--- config.mk ---
export PLATFORM = sky130hd
export DESIGN_NAME = reg_scoreboard
export DESIGN_NICKNAME = d
export VERILOG_FILES = /design/src/rtl/reg_scoreboard.sv
export SDC_FILE = /design/constraint.sdc
export NUM_CORES = 1
export LEC_CHECK = 0
export CAP_MARGIN = 5
export CORE_UTILIZATION = 60
export CTS_BUF_LIST = sky130_fd_sc_hd__clkbuf_4
export DETAILED_ROUTE_END_ITERATION = 7
export PLACE_DENSITY = 0.83
export SYNTH_ARGS = -nofsm -noshare
export SYNTH_HDL_FRONTEND = slang
export SYNTH_HIERARCHICAL = 1
export SYNTH_SLANG_ARGS = --single-unit
--- constraint.sdc ---
create_clock -name clk -period 3.8 [get_ports clk]
set_input_delay 0.76 -clock clk [delete_from_list [all_inputs] [get_ports clk]]
set_output_delay 0.76 -clock clk [all_outputs]
set_load 0.02 [all_outputs]
--- src/rtl/reg_scoreboard.sv ---
// Register scoreboard: per-register outstanding-write counters driving RAW and
// counter-saturation stalls for decode, cleared by write-back or flush.

module reg_cnt #(
  parameter int CW = 2
) (
  input  logic          clk,
  input  logic          rst,
  input  logic          flush,
  input  logic          inc,
  input  logic          dec,
  output logic [CW-1:0] cnt
);
  logic nz;
  assign nz = (cnt != '0);

  // A decrement only takes effect on a non-zero count; an increment paired
  // with an effective decrement cancels out.
  always_ff @(posedge clk) begin
    if (rst || flush)                cnt <= '0;
    else if (inc && !(dec && nz))    cnt <= cnt + 1'b1;
    else if (!inc && dec && nz)      cnt <= cnt - 1'b1;
  end
endmodule

module reg_scoreboard #(
  parameter int NREG = 32,
  parameter int AW   = 5,
  parameter int CW   = 2
) (
  input  logic            clk,
  input  logic            rst,
  input  logic            flush,
  input  logic            issue_valid,
  output logic            issue_ready,
  input  logic [AW-1:0]   issue_rs,
  input  logic [AW-1:0]   issue_rt,
  input  logic            issue_we,
  input  logic [AW-1:0]   issue_rd,
  input  logic            wb_valid,
  input  logic [AW-1:0]   wb_rd,
  output logic [NREG-1:0] busy_vec,
  output logic            err_underflow
);
  localparam logic [CW-1:0] CMAX = '1;

  logic [NREG-1:0][CW-1:0] cnt;
  logic                    raw, sat, accept, wr_inc, wb_dec, underflow;

  assign raw         = busy_vec[issue_rs] | busy_vec[issue_rt];
  assign sat         = issue_we & (issue_rd != '0) & (cnt[issue_rd] == CMAX);
  assign issue_ready = ~flush & ~raw & ~sat;
  assign accept      = issue_valid & issue_ready;
  assign wr_inc      = accept & issue_we & (issue_rd != '0);
  // Flush swallows the write-back, so it can never flag an underflow.
  assign wb_dec      = wb_valid & ~flush & (wb_rd != '0);
  assign underflow   = wb_dec & (cnt[wb_rd] == '0);

  for (genvar i = 0; i < NREG; i++) begin : g_reg
    if (i == 0) begin : g_zero
      assign cnt[i] = '0;
    end else begin : g_lane
      reg_cnt #(.CW(CW)) u_cnt (
        .clk   (clk),
        .rst   (rst),
        .flush (flush),
        .inc   (wr_inc & (issue_rd == AW'(i))),
        .dec   (wb_dec & (wb_rd == AW'(i))),
        .cnt   (cnt[i])
      );
    end
    assign busy_vec[i] = (cnt[i] != '0);
  end

  always_ff @(posedge clk) begin
    if (rst)            err_underflow <= 1'b0;
    else if (underflow) err_underflow <= 1'b1;
  end
endmodule
* Word level (Yosys, flattened, before mapping)
Cells that the tools add are included.
** Operators by class
- Add/subtract/negate cells :: 62
- Multiply operators :: 0
- Div/mod/pow operators :: 0
- Magnitude comparators :: 4
- Equality and inequality tests :: 63
- Shifts and indexed selects :: 0
- Muxes and demuxes :: 70
- Bitwise operators :: 76
- Reduce and logical (&&, ||, !) cells :: 252
** Operators with widths (number)
- $eq A5 B5 Y1 const B :: 32
- $mux W2 :: 64
- $logic_and A1 B1 Y1 :: 124
- $reduce_bool A2 Y1 :: 62
- $eq A5 B4 Y1 const B :: 16
- $and A1 B1 Y1 :: 72
- $add A2 B1 Y2 const B :: 31
- $logic_not A1 Y1 :: 62
- $sub A2 B1 Y2 const B :: 31
- $eq A5 B3 Y1 const B :: 8
- $lt A5 B6 Y1 const B :: 4
- $bmux W2 S5 :: 2
- $eq A5 B2 Y1 const B :: 4
- $bmux W1 S5 :: 2
- $eq A5 B1 Y1 const B :: 2
- $reduce_bool A5 Y1 :: 2
- $not A1 Y1 :: 3
- $eq A2 B2 Y1 const B :: 1
- $logic_not A2 Y1 :: 1
- $mux W1 :: 2
- $logic_or A1 B1 Y1 :: 1
- $or A1 B1 Y1 :: 1
** Storage, ports and cells
- Register bits after elaboration :: 63
- Latch bits :: 0
- RAM bits :: 0
- ROM bits :: 0
- Bits of input ports :: 26
- Output and inout port bits :: 34
- Word-level logic and storage cells :: 559
- Memories :: 0

* Depth between registers and ports, before layout
- Depth after elaboration :: 16
- Gate-level depth with buffers :: 11
- Mapped depth without buffers :: 10

* Modules after synthesis
Netlist, hierarchy kept.
** By module, submodules not included
- reg_cnt :: times used 31, cells an instance 13, area an instance 122.6 sq um, sequential area each 40.0 sq um
- reg_scoreboard :: times used 1, cells an instance 329, area an instance 2338.5 sq um, sequential area each 20.0 sq um

* Worst setup path before layout
No wires, ideal clock.
- Kind :: input-to-output
- Start :: input issue_rt[0]
- End :: output issue_ready
- Arrival time :: 2.650 ns
- Data required time :: 3.040 ns
- Setup slack :: 0.390 ns
- Cell stages on the path :: 8
- Path buffers :: 2
- Cells stage by stage :: buf_6 nor3_1 a21oi_1 mux4_2 a31oi_1 o2111ai_2 buf_6 a211oi_1
** Between the ends
- Cells in the longest elaborated chain, start to end :: 6
** RTL lines
- start: declaration :: RTL line 37 : input logic [AW-1:0] issue_rt,
- $bmux W1 S5 :: RTL line 50 : assign raw = busy_vec[issue_rs] | busy_vec[issue_rt];
- $mux W1 (not written as such) :: RTL line 50
- $or A1 B1 Y1 :: RTL line 50
- $not A1 Y1 :: RTL line 52 : assign issue_ready = ~flush & ~raw & ~sat;
- $and A1 B1 Y1 (2 in series) :: RTL line 52
- end: declaration :: RTL line 35 : output logic issue_ready,
Every way passes these cells. The select of a mux whose other input is x is not followed.

* Worst setup path after layout
- Start :: input issue_rs[2]
- End :: output issue_ready
** Between the ends
- Cells in the longest elaborated chain, start to end :: 6
** RTL lines
- start: declaration :: RTL line 36 : input logic [AW-1:0] issue_rs,
- $bmux W1 S5 :: RTL line 50
- $mux W1 (not written as such) :: RTL line 50
- $or A1 B1 Y1 :: RTL line 50
- $not A1 Y1 :: RTL line 52
- $and A1 B1 Y1 (2 in series) :: RTL line 52
Every way passes these cells. The select of a mux whose other input is x is not followed.

==> metrics.md <==
| Metric | Value |
|---|---|
| Critical path type | input pin to primary output |
| Int Power | 896 uW |
| Clk pwr share | 29.9% |
| Hold buffer count at CTS | 0 |
| RePlAce Congestion | 1.00 |
| Final Core Density | 73.3% |
| CP arrival | about 2.9 ns |
| Clock buffer depth | 2 |
| First-pass GRT wire length | around 29000 microns |
| Most used cell, CP | mux4_2 |
| CTS Sinks | 63 |
| NetSw | 404 uW |
| Syn_area_per_cell | 8.39 sq um |
| # DRC | 0 |
| Relative slew slack | 39.9% |
| DR WL/cell | 20.0 microns |
| Buf/Inv on CP | 3 |
| Crit-path cells | clkdlybuf4s50_1 > buf_12 > mux4_2 > mux4_2 > nor2b_1 > a31o_2 > a211oi_2 > buf_4 |
| RSZ-0062 raised after global routing | false |
| PortBufs | 58 |
| Vias | 6413 |
| Post-synth EDFFs | 0 |
| Fin Clk Skew | ~0.013 ns |
| Clock-pin slew on the worst setup and hold paths | approximately 0.11 ns |
| R2R Setup Slk | about 0.51 ns |
| Drt initial violations | around 750 |
| Number of buffers created by CTS | 9 |
| Hold Path Class | flip-flop to flip-flop |
| Final Slew Violations | 0 |
| CP top delay family | multiplexers |
| # placed instances | 952 |
| Syn Nets | 758 |
| Final worst path period share | 96.3% |
| M3 GR Usage | a little under an eighth |
| Busiest grt layer | met2 |
| Global-route track usage on met2 | 60.2% |
| CTS tree | built |
| Remaining global-route overflow | 0 |
| Total power | 1300 uW |
| Crit-path max cell delay | 0.51 ns |
| Grt met1 use | between 40% and 50% |
| Sequential area share after synthesis | between 20% and 30% |
| Crit path capture type | primary output |
| Synthesized flop and latch total | 63 |
| Pre-antenna DRT Iters | 6 |
| Worst vdd ir | 0.000182 V |
| Cell area power density | 180 nW/um^2 |
| Final setup violating endpoints | 0 |
| Netlist cell types | 57 |
| Detailed placement HPWL | 14600 microns |
| Max_cap viols | 0 |
| Sw Ratio | between 30% and 40% |
| Syn. warnings | 6 |
| Top FF cell, synth | dfxtp_1 |
| Chip width | 103 microns |
| Crit path max fanout | 13 |
| Number of I/O pins | 60 |
| Share of layout cells above drive strength 1 | 21.7% |
| Startpoint Class | input pin |
| Post-Synthesis Cells | about 730 |
| Final hold vios | 0 |
| CP max-delay cell | clkdlybuf4s50_1 |
| Vias/cell | 6.64 |
| Worst-Margin Slew | 0.901 ns |
| Pleak | 0.00275 uW |
| Status | finished, final reports clean |
| Largest net degree at the start of global routing | between 60 and 70 |
| Setup TNS | 0 ns |
| WP data required | approximately 3.0 ns |
| Tmin final | 3.66 ns |
| Net count, final | 856 |
| Clock latency on the worst-skew pair | 0.47 ns |
| Number of global-route vias before repair | 5957 |
| Initial core utilization | slightly above 60% |
| Die H | 103 microns |
| Antenna cell count | 0 |
| Initial antenna violation count | 0 |
| Fin cells | 966 |
| CTS root buf | clkbuf_4 |
| Die area | 10600 sq um |
| Core footprint | 9860 sq um |
| F_max | around 270 MHz |
| Reg power frac | 51.0% |
| H-tree levels | 3 |
| Comb pwr share | 19.2% |
| Final WL | 19300 microns |
| Site row count | 36 |
| Mapped cell area | 6140 sq um |
| Post-synth ARST share | 0% |
| Filler cell count | 745 |
| Layout-stage area growth over the synthesis result | 17.8% |
| Routed Antenna Nets | 0 |
| GRT Resource Usage Total | 37.3% |
[worst paths after layout]
| check | from | to | cells past startpoint |
|---|---|---|---|
| worst max-delay path | issue_rs[2] | issue_ready | 8 |
| worst min-delay path | err_underflow | err_underflow | 2 |
| worst max register to register | g_reg[21].g_lane.u_cnt/cnt[0] | g_reg[9].g_lane.u_cnt/cnt[1] | 11 |
| worst min register to register | err_underflow | err_underflow | 2 |
[cell usage after synthesis, drive strengths merged, types with 2 or more instances]
cell / count / area, sq um
nor3: 55 / 280
nor2b: 5 / 31.3
a22oi: 2 / 15.0
or2: 6 / 37.5
nand4: 6 / 37.5
and2b: 63 / 512
inv: 33 / 124
o31ai: 2 / 15.0
o21ai: 38 / 194
nand2b: 6 / 37.5
buf: 16 / 115
o211a: 2 / 20.0
nand4b: 2 / 17.5
mux2i: 32 / 320
mux4: 31 / 706
a211oi: 5 / 37.5
a21oi: 48 / 240
nand3b: 5 / 37.5
nor2: 60 / 228
nand2: 53 / 199
nor4b: 31 / 465
or2b: 33 / 248
mux2: 3 / 33.8
a31oi: 2 / 12.5
nor4: 61 / 382
and3b: 32 / 280
dfxtp: 63 / 1260
and3: 2 / 13.8
nand3: 8 / 40.0
clkbuf: 11 / 61.3
[final cells by class]
class	count	area (sq um)	area share (%)
well taps	133	166	2.30
inverters	33	124	1.71
clock inverters	3	12.5	0.173
flip-flops and latches	63	1260	17.4
repair buffers	114	1000	13.9
clock buffers	11	82.6	1.14
multi-input cells	609	4580	63.4
[tightest hold or removal path: stages, from the launching register on]
cell	delay, ns
dfxtp_1	0.34
a21oi_1	0.12
a21oi_1	0.07
[layer usage]
layer	wire (microns)	share of wire (%)
met5	0	0
met4	506	2.6
met3	2370	12
met2	9000	47
met1	7410	38
[state kept, by name, indices dropped and copies added (netlist names)]
| signal | flops |
|---|---|
| err_underflow | 1 |
| g.g_lane.u_cnt/cnt | 62 |
[cell usage in the layout (no fill, tap or decap), types with 3 or more instances in the layout]
cell,n
dfxtp_1,63
nor4_1,61
nor2_1,59
buf_4,55
nor3_1,54
nand2_1,53
clkdlybuf4s50_1,52
a21oi_1,48
inv_1,33
or2b_1,33
and2b_1,32
and3b_1,32
mux2i_1,32
and2b_2,31
o21ai_1,31
nor4b_2,31
mux4_2,29
clkbuf_4,11
nand3_1,8
or2_2,6
nand2b_1,6
nand4_1,6
o21ai_0,6
nor2b_1,5
nand3b_1,5
a211oi_1,4
mux2_2,3
[stage by stage]
stage / setup slack, ns / hold slack (ns) / instance area [sq um]
2_1_floorplan: 0.390 / 0.528 / 6140
3_3_place_gp: -0.511 / 0.545 / 7130
3_5_place_dp: -0.529 / 0.554 / 7130
4_1_cts: 0.0661 / 0.572 / 7230
5_1_grt: 0.0779 / 0.601 / 7230
6_report: 0.142 / 0.570 / 7230
[power groups by stage]
stage / logic (uW) / registers, uW / clock network, uW
after global placement: 239 / 678 / 0
after detailed placement: 243 / 678 / 0
after CTS: 243 / 662 / 400
final: 249 / 662 / 388
after global routing: 263 / 663 / 423
after floorplan: 126 / 678 / 0
[logic make-up after synthesis]
group | synth area share (%)
DFF | 20.5
buffers and inverters | 4.89
other | 0.0611
and+or+nand+nor | 46.7
AOI/OAI and AO/OA | 10.6
muxes | 17.3
[repair_timing]
action	CTS	global route
gates cloned	0	0
buffers inserted	0	0
endpoints found under the setup margin	1	1
resized for setup	9	2
pin swaps	0	0
No activity file was read; power rests on OpenSTA's default activity.
==> variant, RTL diff (config.mk and constraints unchanged) <==
`AW`: 5 -> 6.
--- a/src/rtl/reg_scoreboard.sv
+++ b/src/rtl/reg_scoreboard.sv
@@ -25,7 +25,7 @@
 
 module reg_scoreboard #(
   parameter int NREG = 32,
-  parameter int AW   = 5,
+  parameter int AW   = 6,
   parameter int CW   = 2
 ) (
   input  logic            clk,
Interface: changed (resized issue_rd, issue_rs, issue_rt and wb_rd); port bits go from 60 to 64. No check against the original RTL was run, so the function may have changed too.
==> variant against the unedited design <==
  * Power increased by 4.8%
  * Area after synthesis rose by 4.7%
  * Final area is 7.0% higher
  * Routed wire length up 12%
  * Setup slack worse by 0.045 ns
  * Non-clock buffer count increased by 22
  * Register-to-register slack about the same
  * Sequential cell count unchanged
  * Combinational power rose by 19%
  * Largest cell class unchanged
==> variant: results <==
{
  "holdCritStartpoint": "err_underflow",
  "drt_wl_total_um": 21600,
  "min_to": "err_underflow",
  "r2r_start": "g_reg[24].g_lane.u_cnt/cnt[0]",
  "power_leakage_nw": 2.86,
  "place_area_um2": 7590,
  "clk_latency_ns": 0.46,
  "grt_max_degree": 39,
  "antenna_found_initial": 0,
  "clock_skew_ns": 0.0107,
  "critPathMaxFanout": 3,
  "rrSetupSlack_ns": 0.51,
  "diodes": 0,
  "cp.arrival_ns": 2.94,
  "yosysMostFrequentCell": "dfxtp_1",
  "r2r_end": "g_reg[13].g_lane.u_cnt/cnt[1]",
  "grt_pass1_wl_um": 33800,
  "overflow": 0,
  "numPortBuffers": 60,
  "ys_top_cells_by_area": "dfxtp_1 20%, mux4_2 11%, nor4b_2 7.2%",
  "grt_usage_pct": 39.3,
  "ctsHtreeMaxLevel": 3,
  "hold_viol_final": 0,
  "viasPerCell": 7.00,
  "dr.pass1.iters": 6,
  "path_clk_slew_ns": 0.11,
  "gp_congestion": 0.969,
  "slew_headroom_pct": 30.9,
  "fillers": 746,
  "drtIter0Drc": 918,
  "ctsHoldBuffers": 0,
  "synthTopCellsByCount": "63 x dfxtp_1, 57 x nor2_1, 57 x nor3_1, 45 x nand2_1, 39 x a21oi_1",
  "drive_gt1_share_pct": 26.3,
  "outcome": "complete, no violations",
  "nNetsFinal": 895,
  "grt_pass1_vias": 6773,
  "syn_nets": 785,
  "cts_root_buf": "clkbuf_4",
  "rr_worst_depth": 11,
  "hpwl_um": 16200,
  "cts_buffer_depth": 2,
  "ys_types": 61,
  "yosysSeqAreaShare_pct": 19.6,
  "yosys_warnings": 6,
  "numCtsBuffers": 9,
  "ir_drop_uv": 188,
  "dp_slack_ns": -0.446
}
## variant: cell count changes in the layout (fill, tap and decap cells not counted), moves of 5 or more
cell and change:
mux2i_1 +5, nand3_1 +13, nor3_2 +9, nand3b_1 -5, nand2_1 -8, nand4_1 +10, buf_4 +14, nor4_2 +14
a21oi_1 -9, nor4_1 -28
## variant: how the worst max path moves through the flow
stage / depth (start not counted) / start / slack (ns) / endpoint
3_5_place_dp: 9 / issue_rd[1] / -0.45 / issue_ready
3_3_place_gp: 9 / issue_rd[1] / -0.41 / issue_ready
2_1_floorplan: 7 / issue_rs[0] / 0.39 / issue_ready
5_1_grt: 9 / issue_rd[0] / 0.005 / issue_ready
6_report: 9 / issue_rd[0] / 0.1 / issue_ready
4_1_cts: 9 / issue_rd[1] / 0.05 / issue_ready
## variant: layer usage
metal | wire length [um] | up-vias | global-route usage (%)
met3 | 2850 | 127 | 10.2
met1 | 7920 | 3284 | 49.0
met4 | 1060 | 0 | 19.4
met5 | 0 | - | 0
li1 | - | 3052 | -
met2 | 9790 | 562 | 63.2
## variant: metrics by stage
step | util, % | std cells | hold WS (ns)
after floorplan | - | 755 | 0.528
after detailed placement | 73.2 | 988 | 0.494
after global placement | 73.2 | 988 | 0.480
final | 74.7 | 1004 | 0.520
after global routing | 74.7 | 1004 | 0.545
after CTS | 74.1 | 1002 | 0.511
## variant: critical path, stage by stage
cell and delay (ns):
clkdlybuf4s50_1 0.56, buf_4 0.17, mux4_2 0.50, a22oi_1 0.20, nand2_1 0.12, o21ai_4 0.08
o21ai_1 0.09, a211oi_2 0.26, buf_4 0.19
## variant: layout make-up
type                            count  area (um2)  area share [%]
Clock inverter                      3        12.5           0.162
Tap cell                          136         170            2.20
Clock buffer                       11        82.6            1.07
Multi-Input combinational cell    621        4840            62.5
Sequential cell                    63        1260            16.3
Inverter                           34         128            1.65
Timing Repair Buffer              136        1250            16.1
## variant: repair_timing
item / CTS / global route
pin swaps: 0 / 1
resized for setup: 6 / 6
cloned: 0 / 1
setup endpoints to repair: 1 / 1
setup buffers: 0 / 1
## variant: where the power goes
group / switching (W) / total (W) / leakage (nW) / internal (W)
Combinational: 0.000178 / 0.000297 / 2.30 / 0.000119
Sequential: 0.00000115 / 0.000662 / 0.507 / 0.000661
Clock: 0.000266 / 0.000403 / 0.0577 / 0.000137
## variant: logic make-up after synthesis
logic type	after synthesis	share of synthesized area, %
AND/OR/NAND/NOR	441	47.4
AO/OA/AOI/OAI	109	10.7
buffers and inverters	71	5.39
multiplexers	70	16.8
flip-flops	63	19.6
other	1	0.0583
